[src/rtl/muldiv_pkg.sv]
// +--------------------------------------------------------------------+
// | muldiv_pkg: shared constants, FSM state and request/response types |
// | Revision: 1.0                                                       |
// +--------------------------------------------------------------------+
`default_nettype none

package muldiv_pkg;

  localparam int MD_XLEN   = 32;
  localparam int MD_REG_AW = 5;

  localparam logic [2:0] F3_MUL    = 3'd0;
  localparam logic [2:0] F3_MULH   = 3'd1;
  localparam logic [2:0] F3_MULHSU = 3'd2;
  localparam logic [2:0] F3_MULHU  = 3'd3;
  localparam logic [2:0] F3_DIV    = 3'd4;
  localparam logic [2:0] F3_DIVU   = 3'd5;
  localparam logic [2:0] F3_REM    = 3'd6;
  localparam logic [2:0] F3_REMU   = 3'd7;

  typedef enum logic [1:0] {
    ST_IDLE = 2'd0,
    ST_RUN  = 2'd1,
    ST_FIX  = 2'd2,
    ST_DONE = 2'd3
  } md_state_t;

  typedef struct packed {
    logic [2:0]           op;
    logic [MD_XLEN-1:0]   a;
    logic [MD_XLEN-1:0]   b;
    logic [MD_REG_AW-1:0] rd;
  } muldiv_req_t;

  typedef struct packed {
    logic [MD_XLEN-1:0]   result;
    logic [MD_REG_AW-1:0] rd;
    logic                 N;
    logic                 Z;
  } muldiv_rsp_t;

  function automatic logic op_is_div(input logic [2:0] op);
    return op[2];
  endfunction

  function automatic logic op_is_rem(input logic [2:0] op);
    return op[2] & op[1];
  endfunction

endpackage

`default_nettype wire

[src/rtl/muldiv_step.sv]
// +--------------------------------------------------------------------+
// | muldiv_step: one shift-add (multiply) or trial-subtract (divide)   |
// | iteration over a {hi, lo} accumulator pair.                         |
// | Revision: 1.0                                                       |
// +--------------------------------------------------------------------+
`default_nettype none

module muldiv_step
  import muldiv_pkg::*;
#(
  parameter int XLEN = 32
) (
  input  logic            is_div,
  input  logic [XLEN-1:0] hi,
  input  logic [XLEN-1:0] lo,
  input  logic [XLEN-1:0] opnd,
  output logic [XLEN-1:0] hi_next,
  output logic [XLEN-1:0] lo_next
);

  logic [XLEN:0] w_sum;
  logic [XLEN:0] w_shifted;
  logic [XLEN:0] w_diff;

  always_comb begin
    w_sum     = {1'b0, hi} + (lo[0] ? {1'b0, opnd} : {(XLEN+1){1'b0}});
    w_shifted = {hi, lo[XLEN-1]};
    w_diff    = w_shifted - {1'b0, opnd};
    if (is_div) begin
      // Partial remainder is always below the divisor, so bit XLEN of the
      // difference is exactly the borrow.
      hi_next = w_diff[XLEN] ? w_shifted[XLEN-1:0] : w_diff[XLEN-1:0];
      lo_next = {lo[XLEN-2:0], ~w_diff[XLEN]};
    end else begin
      hi_next = w_sum[XLEN:1];
      lo_next = {w_sum[0], lo[XLEN-1:1]};
    end
  end

endmodule

`default_nettype wire

[src/rtl/muldiv_unit.sv]
// +--------------------------------------------------------------------+
// | muldiv_unit: iterative RV32M/RV64M multiply/divide unit with       |
// | valid/ready request and response handshakes.                        |
// | Revision: 1.0                                                       |
// +--------------------------------------------------------------------+
`default_nettype none

module muldiv_unit
  import muldiv_pkg::*;
#(
  parameter int XLEN   = 32,
  parameter int REG_AW = 5
) (
  input  logic              clk,
  input  logic              rst_n,
  input  logic              in_valid,
  output logic              in_ready,
  input  logic [2:0]        in_op,
  input  logic [XLEN-1:0]   in_a,
  input  logic [XLEN-1:0]   in_b,
  input  logic [REG_AW-1:0] in_rd,
  input  logic              kill,
  output logic              out_valid,
  input  logic              out_ready,
  output logic [XLEN-1:0]   out_result,
  output logic [REG_AW-1:0] out_rd,
  output logic              out_N,
  output logic              out_Z,
  output logic              stall
);

  localparam int CW = (XLEN > 1) ? $clog2(XLEN) : 1;
  localparam logic [XLEN-1:0] MIN_NEG = {1'b1, {(XLEN-1){1'b0}}};
  localparam logic [CW-1:0]   LAST_IT = CW'(XLEN - 1);

  md_state_t         r_state;
  logic [CW-1:0]     r_cnt;
  logic [2:0]        r_op;
  logic              r_sa;
  logic              r_sb;
  logic              r_special;
  logic [XLEN-1:0]   r_hi;
  logic [XLEN-1:0]   r_lo;
  logic [XLEN-1:0]   r_opnd;
  logic [REG_AW-1:0] r_rd;

  logic              w_is_div;
  logic              w_a_signed;
  logic              w_b_signed;
  logic              w_sa;
  logic              w_sb;
  logic              w_div_zero;
  logic              w_div_ovf;
  logic [XLEN-1:0]   w_abs_a;
  logic [XLEN-1:0]   w_abs_b;
  logic [XLEN-1:0]   w_spec_result;

  logic [XLEN-1:0]   w_hi_next;
  logic [XLEN-1:0]   w_lo_next;
  logic              w_run_div;

  logic [2*XLEN-1:0] w_prod;
  logic [XLEN-1:0]   w_quot;
  logic [XLEN-1:0]   w_rem;
  logic [XLEN-1:0]   w_fix_result;

  assign in_ready  = (r_state == ST_IDLE);
  assign w_run_div = op_is_div(r_op);

  // Request decode: operand signedness, magnitudes and the divide corner cases.
  always_comb begin
    w_is_div   = op_is_div(in_op);
    w_a_signed = (in_op == F3_MUL) || (in_op == F3_MULH) || (in_op == F3_MULHSU) ||
                 (in_op == F3_DIV) || (in_op == F3_REM);
    w_b_signed = (in_op == F3_MUL) || (in_op == F3_MULH) ||
                 (in_op == F3_DIV) || (in_op == F3_REM);
    w_sa       = w_a_signed & in_a[XLEN-1];
    w_sb       = w_b_signed & in_b[XLEN-1];
    w_abs_a    = w_sa ? -in_a : in_a;
    w_abs_b    = w_sb ? -in_b : in_b;
    w_div_zero = w_is_div && (in_b == '0);
    w_div_ovf  = w_is_div && w_b_signed && (in_a == MIN_NEG) && (in_b == '1);
    w_spec_result = '1;
    if (w_div_zero) begin
      w_spec_result = op_is_rem(in_op) ? in_a : '1;
    end else if (w_div_ovf) begin
      w_spec_result = op_is_rem(in_op) ? '0 : in_a;
    end
  end

  muldiv_step #(
    .XLEN (XLEN)
  ) u_step (
    .is_div  (w_run_div),
    .hi      (r_hi),
    .lo      (r_lo),
    .opnd    (r_opnd),
    .hi_next (w_hi_next),
    .lo_next (w_lo_next)
  );

  // Sign fix-up; negating the most negative value wraps to itself, which is
  // exactly the required result for those operands.
  always_comb begin
    w_prod = {r_hi, r_lo};
    if (r_sa ^ r_sb) begin
      w_prod = -w_prod;
    end
    w_quot = (r_sa ^ r_sb) ? -r_lo : r_lo;
    w_rem  = r_sa ? -r_hi : r_hi;
    case (r_op)
      F3_MUL:                       w_fix_result = w_prod[XLEN-1:0];
      F3_MULH, F3_MULHSU, F3_MULHU: w_fix_result = w_prod[2*XLEN-1:XLEN];
      F3_DIV, F3_DIVU:              w_fix_result = w_quot;
      default:                      w_fix_result = w_rem;
    endcase
    if (r_special) begin
      w_fix_result = r_lo;
    end
  end

  always_ff @(posedge clk) begin
    if (!rst_n) begin
      r_state    <= ST_IDLE;
      r_cnt      <= '0;
      r_op       <= '0;
      r_sa       <= 1'b0;
      r_sb       <= 1'b0;
      r_special  <= 1'b0;
      r_hi       <= '0;
      r_lo       <= '0;
      r_opnd     <= '0;
      r_rd       <= '0;
      out_valid  <= 1'b0;
      out_result <= '0;
      out_rd     <= '0;
      out_N      <= 1'b0;
      out_Z      <= 1'b0;
      stall      <= 1'b0;
    end else if (kill) begin
      r_state   <= ST_IDLE;
      r_cnt     <= '0;
      out_valid <= 1'b0;
      stall     <= 1'b0;
    end else begin
      case (r_state)
        ST_IDLE: begin
          if (in_valid) begin
            r_op      <= in_op;
            r_sa      <= w_sa;
            r_sb      <= w_sb;
            r_rd      <= in_rd;
            r_cnt     <= '0;
            r_hi      <= '0;
            r_special <= w_div_zero | w_div_ovf;
            stall     <= 1'b1;
            // Corner cases skip the iterations; FIX forwards the preset result.
            if (w_div_zero | w_div_ovf) begin
              r_lo    <= w_spec_result;
              r_opnd  <= '0;
              r_state <= ST_FIX;
            end else begin
              r_lo    <= w_is_div ? w_abs_a : w_abs_b;
              r_opnd  <= w_is_div ? w_abs_b : w_abs_a;
              r_state <= ST_RUN;
            end
          end
        end
        ST_RUN: begin
          r_hi  <= w_hi_next;
          r_lo  <= w_lo_next;
          r_cnt <= r_cnt + CW'(1);
          if (r_cnt == LAST_IT) begin
            r_state <= ST_FIX;
          end
        end
        ST_FIX: begin
          out_result <= w_fix_result;
          out_rd     <= r_rd;
          out_N      <= w_fix_result[XLEN-1];
          out_Z      <= (w_fix_result == '0);
          out_valid  <= 1'b1;
          r_state    <= ST_DONE;
        end
        default: begin
          if (out_ready) begin
            out_valid <= 1'b0;
            stall     <= 1'b0;
            r_state   <= ST_IDLE;
          end
        end
      endcase
    end
  end

endmodule

`default_nettype wire

[config.mk]
export PLATFORM = sky130hd
export DESIGN_NAME = muldiv_unit
export DESIGN_NICKNAME = d
export VERILOG_FILES = /design/src/rtl/muldiv_pkg.sv /design/src/rtl/muldiv_step.sv /design/src/rtl/muldiv_unit.sv
export SDC_FILE = /design/constraint.sdc
export NUM_CORES = 1
export LEC_CHECK = 0
export CORE_MARGIN = 2
export CORE_UTILIZATION = 41
export DETAILED_ROUTE_END_ITERATION = 10
export PLACE_DENSITY = 0.62
export SLEW_MARGIN = 15
export SYNTH_ARGS = -nofsm -noshare
export SYNTH_HDL_FRONTEND = slang
export SYNTH_HIERARCHICAL = 1
export SYNTH_SLANG_ARGS = --single-unit
[constraint.sdc]
create_clock -name clk -period 3.25 [get_ports clk]
set_input_delay 0.4875 -clock clk [delete_from_list [all_inputs] [get_ports clk]]
set_output_delay 0.4875 -clock clk [all_outputs]
set_load 0.01 [all_outputs]
==> reports/qor.csv <==
stage;metric;value;unit
clock_network;cts.path.max_buffers;2;
floorplanning;die_w;205;um
logic_synthesis;synth_top_family_by_area;compound AO/OA/AOI/OAI gates;
timing;setup-tns-final;-7580;ps
clock_network;clkSinkCount;154;
drt;ant_nets;0;
drt;dr.pass1.iters;5;
setup_path;rrSetupSlack;-300;ps
logic_synthesis;yosysWarnings;6;
final_layout;n_antenna_cell;0;
final_layout;fillCellCount;3785;
status;status;finished with violations;
power;power.density;316;nW/um2
global_route;grt_usage;0.376;
drt;avgRoutedWirePerCell;23.3;um
clock_network;clk_latency;480;ps
timing;timing_max_transition_violations_final;0;
logic_synthesis;synth_edf_count;0;
clock_network;cts_buffers;17;
placement;dp_hpwl;61700;um
timing;finalSetupViolCount;34;
timing;skew;13.1;ps
hold_path;holdPathEnd;r_lo[6]$_SDFFE_PN0P_;
setup_path;crit_slowest_cell;fa_2;
setup_path;path_delay_family;compound AO/OA/AOI/OAI gates;
final_layout;drive_gt1_frac;0.259;
drt;drc;0;
setup_path;worstSetupPathDepth;18;
global_route;antenna_found_initial;2;
floorplanning;num_rows;73;
drt;drtIter0Drc;2283;
global_route;grt_pass1_vias;19500;
hold_path;min_path_cells;2;
timing;worst_slew_pin_slew;1160;ps
hold_path;hold_class;in -> reg;
setup_path;r2r_start;r_lo[31]$_SDFFE_PN0P_;
floorplanning;core_area;39900;um2
status;violations;setup timing;
clock_network;root_buffer;clkbuf_16;
floorplanning;die_h;205;um
clock_network;cts_tree;done;
power;leakagePower;10.0;nW
power;vdd_drop_max;0.422;mV
floorplanning;dieArea;42200;um2
logic_synthesis;yosysSeqAreaShare;0.185;
logic_synthesis;synthCells;2357;
setup_path;rr_worst_depth;18;
logic_synthesis;synth-xor-area-share;0.0774;
setup_path;path_cells;buf_6, inv_4, ha_4, fa_2, nand2b_4, a21o_1, a211oi_2, a31oi_4, o21ai_2, a21oi_4, a31oi_4, xnor2_4, buf_12, buf_6, mux2i_1, a21oi_1, nand3_1, a21boi_1;
floorplanning;pin_count;119;
logic_synthesis;synth_fa_ha_area_frac;0.0588;
timing;worst_hold_slack;398;ps
setup_path;worstPathMaxFanout;8;
setup_path;cp.required;3640;ps
drt;vias_per_cell;6.06;
setup_path;end_kind;flop;
logic_synthesis;ys.flop_type;dfxtp_1;
floorplanning;start_util;0.417;
timing;finalCritPeriodShare;1.09;
logic_synthesis;async_flop_share;0;
setup_path;cp.arrival;3950;ps
logic_synthesis;syn-cell-area;16600;um2
setup_path;path_class;reg -> reg;
final_layout;finalNetCount;3022;
placement;gp_congestion;1.10;
logic_synthesis;ys_types;95;
timing;hold_viol;0;
logic_synthesis;ys_seq_elements;154;
logic_synthesis;synth-compound-area-share;0.289;
timing;rsz0062_at_grt;true;
setup_path;rr_endpoint;r_hi[18]$_SDFFE_PN0P_;
global_route;grt_overflow;0;
final_layout;syn2layout_area_growth;39.9;%
logic_synthesis;syn-num-nets;2511;
global_route;grt_max_degree;100;
setup_path;start_kind;flop;
drt;wl;79400;um
final_layout;post-route-util;0.583;
timing;fin_crit;3550;ps
final_layout;final_cell_mix;buf_4, nand2_1, nor2_1;
setup_path;cpPeakStageDelay;400;ps
hold_path;min_from;rst_n;
timing;fmax;0.282;GHz
global_route;grt_pass1_wl;119000;um
drt;vias;20700;
logic_synthesis;avgSynthCellArea;7.06;um2
final_layout;layout_commonest_cell;buf_4;
logic_synthesis;synth_simple_gate_area_frac;0.271;
setup_path;crit_buf_inv;4;
timing;setup_ws;-302;ps
timing;max_slew_margin;0.229;
run;drv_cap;0;
clock_network;clk_pin_slew_worst_paths;70;ps
clock_network;h-tree-depth;4;
clock_network;cts_hold_buf;0;
logic_synthesis;synth_mux_area_frac;0.0563;
placement;port_buffers;118;
==> metal layers <==
| layer | share of wire | GRT usage | vias up |
|---|---|---|---|
| met5 | 0.00020 | 0 | - |
| met4 | 0.058 | 0.199 | 2 |
| met3 | 0.089 | 0.0908 | 176 |
| met2 | 0.42 | 0.559 | 1025 |
| met1 | 0.43 | 0.501 | 9782 |
| li1 | - | - | 9672 |
==> area by class of cell <==
class                      count  area, um2  share of cell area
clock inverter                15        151             0.00650
tap                          525        657              0.0282
multi-input combinational   1949      13000               0.561
inverter                      76        288              0.0124
sequential                   154       3100               0.133
timing repair buffer         670       5610               0.241
clock buffer                  17        425              0.0183
==> registers in the layout, summed over array words and instances (netlist names) <==
name        flops
r_opnd         32
r_hi           32
r_cnt           5
out_Z           1
out_rd          5
stall           1
r_state         2
r_rd            5
out_result     32
r_op            3
out_valid       1
r_sb            1
r_sa            1
r_lo           32
r_special       1
==> cell usage after synthesis, types with 10 or more instances <==
| cell | n | area [um2] |
|---|---|---|
| a211o_1 | 10 | 87.6 |
| a211oi_1 | 32 | 240 |
| a21boi_0 | 74 | 556 |
| a21o_1 | 30 | 225 |
| a21oi_1 | 171 | 856 |
| a221oi_1 | 11 | 96.3 |
| a31oi_1 | 34 | 213 |
| and2_1 | 45 | 282 |
| and3_1 | 13 | 81.3 |
| buf_2 | 10 | 50.1 |
| clkbuf_1 | 149 | 559 |
| dfxtp_1 | 154 | 3080 |
| ha_1 | 75 | 938 |
| inv_1 | 73 | 274 |
| mux2_2 | 33 | 372 |
| mux2i_1 | 55 | 551 |
| nand2_1 | 252 | 946 |
| nand2b_1 | 18 | 113 |
| nand3_1 | 99 | 495 |
| nand4_1 | 31 | 194 |
| nor2_1 | 207 | 777 |
| nor2b_1 | 30 | 188 |
| nor3_1 | 72 | 360 |
| nor3b_1 | 15 | 113 |
| nor4_1 | 46 | 288 |
| o211a_1 | 14 | 140 |
| o211ai_1 | 27 | 203 |
| o21a_1 | 12 | 90.1 |
| o21ai_0 | 133 | 666 |
| o21bai_1 | 12 | 90.1 |
| o221ai_1 | 17 | 149 |
| o31ai_1 | 35 | 263 |
| or2_2 | 13 | 81.3 |
| or3_1 | 30 | 188 |
| or4_1 | 18 | 135 |
| xnor2_1 | 79 | 692 |
| xor2_1 | 68 | 596 |
==> worst max-delay path by stage <==
stage | start | end | slack (ps)
6_report | r_lo[31]$_SDFFE_PN0P_ | r_hi[18]$_SDFFE_PN0P_ | -300
5_1_grt | r_lo[31]$_SDFFE_PN0P_ | r_hi[23]$_SDFFE_PN0P_ | -400
4_1_cts | r_lo[31]$_SDFFE_PN0P_ | out_Z$_SDFFE_PN0P_ | -220
3_5_place_dp | in_b[19] | r_lo[29]$_SDFFE_PN0P_ | -450
3_3_place_gp | in_b[19] | r_state[1]$_SDFFE_PP0P_ | -430
2_1_floorplan | r_lo[0]$_SDFFE_PN0P_ | r_hi[29]$_SDFFE_PN0P_ | -50
==> per-stage QoR <==
step           instance area [um2]  instances  setup WS, ps  power, mW
2_1_floorplan                16700       2357         -50.2       3.49
3_3_place_gp                 21800       3338          -425       5.02
3_5_place_dp                 21800       3338          -449       5.03
4_1_cts                      23100       3401          -217       7.27
5_1_grt                      23300       3406          -398       7.67
6_report                     23300       3406          -302       7.36
==> power breakdown <==
| part | internal [mW] | switching, mW | leakage, nW |
|---|---|---|---|
| Combinational | 1.47 | 1.76 | 8.48 |
| Clock | 1.08 | 0.988 | 0.281 |
| Sequential | 1.96 | 0.0944 | 1.25 |
| Total | 4.51 | 2.85 | 10.0 |
==> kinds of logic (layout without fill, tap and decap cells) <==
| group | Yosys count | after routing |
|---|---|---|
| AO/OA/AOI/OAI | 718 | 718 |
| XOR/XNOR | 147 | 147 |
| adder cells (fa/ha/maj) | 77 | 77 |
| buffers and inverters | 254 | 778 |
| flip-flops | 154 | 154 |
| multiplexers | 89 | 89 |
| AND/OR/NAND/NOR | 918 | 918 |
==> worst reg2reg max path, stage by stage, from the launching register on <==
cell and delay (ps):
dfxtp_2 340, buf_6 100, inv_4 30, ha_4 160, fa_2 400, nand2b_4 150
a21o_1 210, a211oi_2 310, a31oi_4 160, o21ai_2 240, a21oi_4 100, a31oi_4 210
xnor2_4 190, buf_12 150, buf_6 150, mux2i_1 80, a21oi_1 190, nand3_1 100
a21boi_1 190
==> repair_timing <==
item                                    in CTS  in global routing
pin swaps                                   91                 55
buffers inserted                            27                 15
gates resized for setup                    115                 58
cloned                                       4                  0
endpoints found under the setup margin      37                 75
Power figures use the tool's default switching activity.
